<file path="src/rtl/rename_regfile.sv">
// Architectural register file with per-register rename tags, commit write-back and flush.
// Optional RF_CM_FWD_EN: forward a matching commit to the read ports in the same cycle.
module rename_regfile #(
  parameter int REG_NUM = 32,
  parameter int NAME_W  = 5,
  parameter int NICK_W  = 5,
  parameter int DATA_W  = 32
) (
  input  logic              clk,
  input  logic              rst,
  input  logic              rdy,
  input  logic              iclr,
  input  logic              iROB_nick_en,
  input  logic [NICK_W-1:0] iROB_nick,
  input  logic [NAME_W-1:0] iROB_nick_regnm,
  input  logic              iCM_en,
  input  logic [NAME_W-1:0] iCM_regnm,
  input  logic [DATA_W-1:0] iCM_dt,
  input  logic [NICK_W-1:0] iCM_nick,
  input  logic [NAME_W-1:0] iDP_rs1,
  input  logic [NAME_W-1:0] iDP_rs2,
  output logic              oDP_rs1_busy,
  output logic [NICK_W-1:0] oDP_rs1_nick,
  output logic [DATA_W-1:0] oDP_rs1_dt,
  output logic              oDP_rs2_busy,
  output logic [NICK_W-1:0] oDP_rs2_nick,
  output logic [DATA_W-1:0] oDP_rs2_dt,
  output logic [31:0]       oCM_cnt
);

  logic [DATA_W-1:0] data [REG_NUM];
  logic [NICK_W-1:0] tag  [REG_NUM];
  logic [REG_NUM-1:0] busy;
  logic [31:0]        cm_cnt;

  logic rename_fire;
  logic commit_wr;
  logic commit_match;

  assign rename_fire  = iROB_nick_en && !iclr && (iROB_nick_regnm != '0);
  assign commit_wr    = iCM_en && (iCM_regnm != '0);
  assign commit_match = commit_wr && busy[iCM_regnm] && (tag[iCM_regnm] == iCM_nick);

  // Later assignments win: rename overrides a same-register commit release, flush overrides both.
  always_ff @(posedge clk) begin
    if (rst) begin
      busy   <= '0;
      cm_cnt <= '0;
      for (int i = 0; i < REG_NUM; i++) begin
        data[i] <= '0;
        tag[i]  <= '0;
      end
    end else if (rdy) begin
      if (iCM_en) begin
        cm_cnt <= cm_cnt + 32'd1;
      end
      if (commit_wr) begin
        data[iCM_regnm] <= iCM_dt;
      end
      if (commit_match) begin
        busy[iCM_regnm] <= 1'b0;
        tag[iCM_regnm]  <= '0;
      end
      if (rename_fire) begin
        busy[iROB_nick_regnm] <= 1'b1;
        tag[iROB_nick_regnm]  <= iROB_nick;
      end
      if (iclr) begin
        busy <= '0;
        for (int i = 0; i < REG_NUM; i++) begin
          tag[i] <= '0;
        end
      end
    end
  end

  assign oCM_cnt = cm_cnt;

  always_comb begin
    oDP_rs1_busy = 1'b0;
    oDP_rs1_nick = '0;
    oDP_rs1_dt   = '0;
    if (iDP_rs1 != '0) begin
      if (busy[iDP_rs1]) begin
        oDP_rs1_busy = 1'b1;
        oDP_rs1_nick = tag[iDP_rs1];
      end else begin
        oDP_rs1_dt = data[iDP_rs1];
      end
`ifdef RF_CM_FWD_EN
      if (commit_match && (iCM_regnm == iDP_rs1)) begin
        oDP_rs1_busy = 1'b0;
        oDP_rs1_nick = '0;
        oDP_rs1_dt   = iCM_dt;
      end
`endif
    end
  end

  always_comb begin
    oDP_rs2_busy = 1'b0;
    oDP_rs2_nick = '0;
    oDP_rs2_dt   = '0;
    if (iDP_rs2 != '0) begin
      if (busy[iDP_rs2]) begin
        oDP_rs2_busy = 1'b1;
        oDP_rs2_nick = tag[iDP_rs2];
      end else begin
        oDP_rs2_dt = data[iDP_rs2];
      end
`ifdef RF_CM_FWD_EN
      if (commit_match && (iCM_regnm == iDP_rs2)) begin
        oDP_rs2_busy = 1'b0;
        oDP_rs2_nick = '0;
        oDP_rs2_dt   = iCM_dt;
      end
`endif
    end
  end

endmodule
</file>
<file path="config.mk">
export PLATFORM = sky130hd
export DESIGN_NAME = rename_regfile
export DESIGN_NICKNAME = d
export VERILOG_FILES = /design/src/rtl/rename_regfile.sv
export SDC_FILE = /design/constraint.sdc
export NUM_CORES = 2
export LEC_CHECK = 0
export ABC_AREA = 1
export BUFFER_PORTS_ARGS = -buffer_cell sky130_fd_sc_hd__buf_2
export CAP_MARGIN = 25
export CELL_PAD_IN_SITES_DETAIL_PLACEMENT = 1
export CELL_PAD_IN_SITES_GLOBAL_PLACEMENT = 1
export CORE_AREA = 2 2 485 487
export DETAILED_ROUTE_END_ITERATION = 7
export DIE_AREA = 0 0 487 489
export HOLD_SLACK_MARGIN = 0.06
export PLACE_DENSITY = 0.59
export REMOVE_ABC_BUFFERS = 1
export SLEW_MARGIN = 15
export SYNTH_ARGS = -nofsm -noshare
export SYNTH_HDL_FRONTEND = slang
export SYNTH_SLANG_ARGS = --single-unit
</file>
<file path="constraint.sdc">
create_clock -name clk -period 3.4 [get_ports clk]
set_input_delay 0.85 -clock clk [delete_from_list [all_inputs] [get_ports clk]]
set_output_delay 0.85 -clock clk [all_outputs]
set_load 0.005 [all_outputs]
</file>
* Word-level counts from Yosys, hierarchy flattened
Memory sizes are Yosys's and may differ from the RTL's.
Index checks and enable logic that the tools add are counted.
** Word-level totals
- Register bits :: 64
- RAM bits :: 1184
- Bits of input ports :: 68
- Output and inout bits :: 108
- Word-level logic and storage cells :: 273
- Memories kept :: 2
** Memory list
- data :: depth 32, width 32, rd ports 2, clocked after memory_dff 0, wr ports 32, RTL line 31 : logic [DATA_W-1:0] data [REG_NUM];
- tag :: depth 32, width 5, rd ports 3, clocked after memory_dff 0, wr ports 32, RTL line 32 : logic [NICK_W-1:0] tag [REG_NUM];
** Operators by class
- Add/sub/neg operators :: 1
- $lt $le $gt $ge :: 6
- Equal/unequal tests :: 32
- Multiplexer cells :: 86
- Bitwise logic cells :: 128
- Reductions and logical operators :: 16
** Operator list (count)
- $mux 32 :: 10
- $mux 5 :: 41
- $eq 5x5->1 const B :: 31
- $and 1x1->1 :: 62
- $add 32x1->32 const B :: 1
- $and 32x32->32 :: 1
- $not 32->32 :: 1
- $or 1x1->1 :: 32
- $or 32x32->32 :: 1
- $reduce_or 32->1 :: 1
- $not 1->1 :: 31
- $mux 1 :: 30
- $lt 5x6->1 const B :: 4
- $reduce_bool 5->1 :: 4
- $bmux 1 s5 :: 3
- $demux 1 s5 :: 2
- $ge 5x1->1 const B :: 2
- $reduce_or 5->1 :: 2
- $logic_and 1x1->1 :: 7
- $eq 5x5->1 :: 1
- $reduce_and 2->1 :: 1
- $logic_not 1->1 :: 1

* Logic depth before layout (Yosys ltp)
- Word-level depth :: 41
- Depth in mapped cells :: 21
- Depth with buffers taken out :: 18

* Least setup slack after synthesis
No wires, ideal clock.
- Kind :: input to register
- Start :: input iCM_regnm[0]
- End :: memory data[10][0], enable pin
- Setup time :: 0.389 ns
- Arrival :: 2.980 ns
- Data required time :: 3.011 ns
- Slack :: 0.030 ns
- Cell stages on the path :: 10
- Buffers on the path :: 4
- Path through :: buf_4 buf_6 nor2_4 inv_1 o21ai_0 nor2_1 clkbuf_1 nand2_1 buf_2 nand2_1
** RTL lines
- start: declaration :: RTL line 17 : input logic [NAME_W-1:0] iCM_regnm,
- end: declaration :: RTL line 31

* Final worst setup path
- Start :: input iDP_rs1[1]
- End :: output oDP_rs1_nick[3]
** On the way
- Word-level cells in the longest chain between the ends :: 4
- Elaborated cells on any way between the ends :: 6
- Classes of those cells :: 4 x mux; 1 x reduce/logical; 1 x memory
** RTL lines
- start: declaration :: RTL line 20 : input logic [NAME_W-1:0] iDP_rs1,
- $bmux 1 s5 :: RTL line 84 : if (busy[iDP_rs1]) begin
- $mux 1 (implied by the code) :: RTL line 84
- $mux 5 :: RTL line 84
- $mux 5 (*) :: RTL line 83 : if (iDP_rs1 != '0) begin
- end: declaration :: RTL line 23 : output logic [NICK_W-1:0] oDP_rs1_nick,
Mark *: on every way between the ends. The rest lies on a longest branch, timed or not. The select of a mux whose other input is x is not followed.

==> out/qor.yml <==
synthesis:
  synth_area_um2: 69400
  synthFlopType: "edfxtp_1"
  synth_top_cells_by_count: "nor2_1, o21ai_0, nand2_1"
  yosysTopAreaCell: "edfxtp_1"
  yosysWarnings: 0
  synth.distinct_cells: 44
  synthCells: 8547
  async_flop_share_pct: 0
  synth_seq_area_share_pct: 53.1
  synthTopCellsByArea: "edfxtp_1, o21ai_0, nor2_1"
  yosys.area.top_type_share_pct: 51.2
  synth_edf_count: 1184
  synth_most_common_cell: "nor2_1"
  ys_ff_latch: 1248
  syn_avg_cell_area_um2: 8.12
sta:
  grt_setup_unrepaired: "yes"
  finClkSkew_ps: 25.0
  slew_viol_final: 0
  setup_ws_ps: -380
  max_freq_ghz: 0.265
  period_needed_ps: 3780
  slew_headroom_pct: 37.9
  period_share_pct: 111
  setup_violations: 76
  finalHoldViolCount: 0
  worstMarginPinSlew_ps: 929
setup_path:
  critPathCaptureType: "output pin"
  critPathRequiredTime_ps: 2550
  crit_family: "buffers and inverters"
  cp_cell_sequence: "buf_16 > buf_12 > buf_12 > a21oi_2 > o21ai_1 > o21ai_1 > nand2_1 > nand3_2 > o21ai_4 > buf_6 > nor2_4 > buf_12 > inv_6 > a311oi_2 > buf_4 > buf_6"
  crit_fanout: 6
  crit_buf_inv: 8
  cpMostUsedCell: "buf_12"
  crit_slowest_cell: "a311oi_2"
  startpoint_type: "input port"
  max_stage_delay_ps: 230
  criticalPathCategory: "in2out"
  cp.arrival_ps: 2930
final_layout:
  num-fill-cells: 27100
  drive_above_1_share_pct: 18.2
  utilization_pct: 38.6
  synthToLayoutAreaGrowth_pct: 30.0
  nNetsFinal: 9182
power_and_ir_drop:
  p_clk_share_pct: 39.8
  power.leakage_nw: 35.1
  internal_power_mw: 29.5
  power_density_nw_per_um2: 466
  pwr-share-seq_pct: 42.8
  power_switching_mw: 12.6
  ir_drop_mv: 0.420
  p_total_mw: 42.1
  combPwrFrac_pct: 17.3
  swShare_pct: 29.8
floorplan:
  die_w_um: 487
  start_util_pct: 29.7
  row_count: 178
  die_area_um2: 238000
  coreArea_um2: 234000
  dieHeight_um: 489
  io_pins: 176
route:
  routedWlPerCell_um: 30.6
  dr.first_iter.drc_count: 8218
  drt_wl_total_mm: 377
  viasPerCell: 5.77
  ant_nets: 0
  num_vias: 71000
  first_pass_iters: 6
  drc: 0
clocking:
  clock-sinks: 1248
  insertion_delay_ps: 840
  clk_path_buf_depth: 3
  h-tree-depth: 4
  cts-root-buf: "clkbuf_16"
  path_clk_slew_ps: 60
  cts_buffers: 153
  cts_tree: "built"
grt:
  grt_pass1_wl_mm: 522
  antenna_found_initial: 9
  grt_pass1_vias: 70600
  grt_usage_pct: 30.5
  grt-ovfl-total: 0
  grt_start_max_net_pins: 88
placement:
  gp_congestion: 0.925
  numPortBuffers: 175
  hpwlAfterDp_mm: 243
outcome:
  violations: "setup timing"
  status: "finished, violations left"
worst_hold_path:
  hp-class: "in2reg"
job:
  drv_cap: 0
-- worst min-delay path, stage by stage --
cell	delay, ps
buf_2	80
inv_1	120
nor2_1	130
-- layer usage --
| layer | part of all wire, % | vias up | GRT usage [%] |
|---|---|---|---|
| met1 | 40 | 36000 | 39.6 |
| met2 | 45 | 3611 | 48.0 |
| met5 | 0.0061 | - | 0 |
| met3 | 9.0 | 914 | 6.01 |
| met4 | 5.9 | 4 | 15.9 |
| li1 | - | 30400 | - |
-- registers in the layout, summed over array words and instances (netlist names) --
signal and flops:
data 1024, oCM_cnt 32, busy 32, tag 160
-- final cells by class --
cell class | instances | area [um2] | area share [%]
flip-flops and latches | 1248 | 36900 | 40.9
multi-input cells | 6017 | 28900 | 32.1
repair buffers | 1148 | 13600 | 15.0
clock buffers | 190 | 4010 | 4.44
well taps | 3060 | 3830 | 4.24
inverters | 544 | 2080 | 2.31
clock inverters | 85 | 945 | 1.05
diodes | 5 | 12.5 | 0.0139
repair inverters | 1 | 8.76 | 0.00970
-- cells in the final DEF (no fill, tap or decap), types with 28 or more instances in the layout --
cell type / synthesis / final
nor2_1: 1671 / 1633
o21ai_0: 1385 / 1269
nand2_1: 1277 / 1204
edfxtp_1: 1184 / 1184
a21oi_1: 694 / 646
buf_4: 11 / 555
inv_1: 536 / 517
nand3_1: 429 / 410
o211ai_1: 316 / 316
buf_12: 0 / 248
clkbuf_16: 0 / 170
buf_2: 144 / 138
buf_6: 1 / 112
o21ai_1: 14 / 96
nand2_2: 1 / 72
buf_16: 0 / 53
o22ai_1: 46 / 42
dfxtp_1: 64 / 41
conb_1: 1 / 37
clkbuf_1: 524 / 35
nand4_1: 34 / 34
nor2_4: 2 / 31
clkinv_1: 1 / 28
-- through the flow --
step	instances	area, um2	setup TNS [ps]	hold slack, ps	setup slack, ps
final	12300	90300	-16390	441	-380
after detailed placement	11900	80500	-184780	475	-882
after global routing	12300	90300	-20720	438	-435
after global placement	11900	80500	-151200	464	-884
after floorplan	7809	66400	-4283260	439	-3280
after CTS	12200	88900	-17890	444	-354
-- what timing repair did --
item	CTS	global route
endpoints found under the hold margin	0	0
gates resized for setup	489	197
buffers inserted	85	39
setup endpoints to repair	76	76
pin swaps	91	70
cloned	33	14
hold buffers	0	0
-- power groups by stage --
stage / Clock [mW] / Combinational [mW] / Sequential [mW]
2_1_floorplan: 0 / 2.32 / 18.2
3_3_place_gp: 0 / 6.03 / 18.3
3_5_place_dp: 0 / 6.12 / 18.3
4_1_cts: 16.9 / 6.88 / 18.0
5_1_grt: 17.5 / 7.64 / 18.1
6_report: 16.8 / 7.30 / 18.0
-- cells by family (layout without fill, tap and decap cells) --
group	Yosys count	in the layout	share of synthesized area, %
XOR/XNOR	3	3	0.0379
adder cells (fa/ha/maj)	1	1	0.0180
other	1	42	0.00540
buffers and inverters	1318	1968	7.46
flip-flops	1248	1248	53.1
AND/OR/NAND/NOR	3459	3459	19.8
AO/OA/AOI/OAI	2517	2517	19.6
-- worst paths after layout --
kind / depth (start not counted) / endpoint / start / slack (ps)
setup / recovery: 16 / oDP_rs1_nick[3] / iDP_rs1[1] / -380
hold reg to reg: 2 / oCM_cnt[10] / oCM_cnt[10] / 490
hold / removal: 3 / data[29][31] / iCM_dt[31] / 440
setup reg to reg: 16 / tag[31][1] / tag[26][1] / 240
Note: power is estimated with default switching activity, not from simulation.
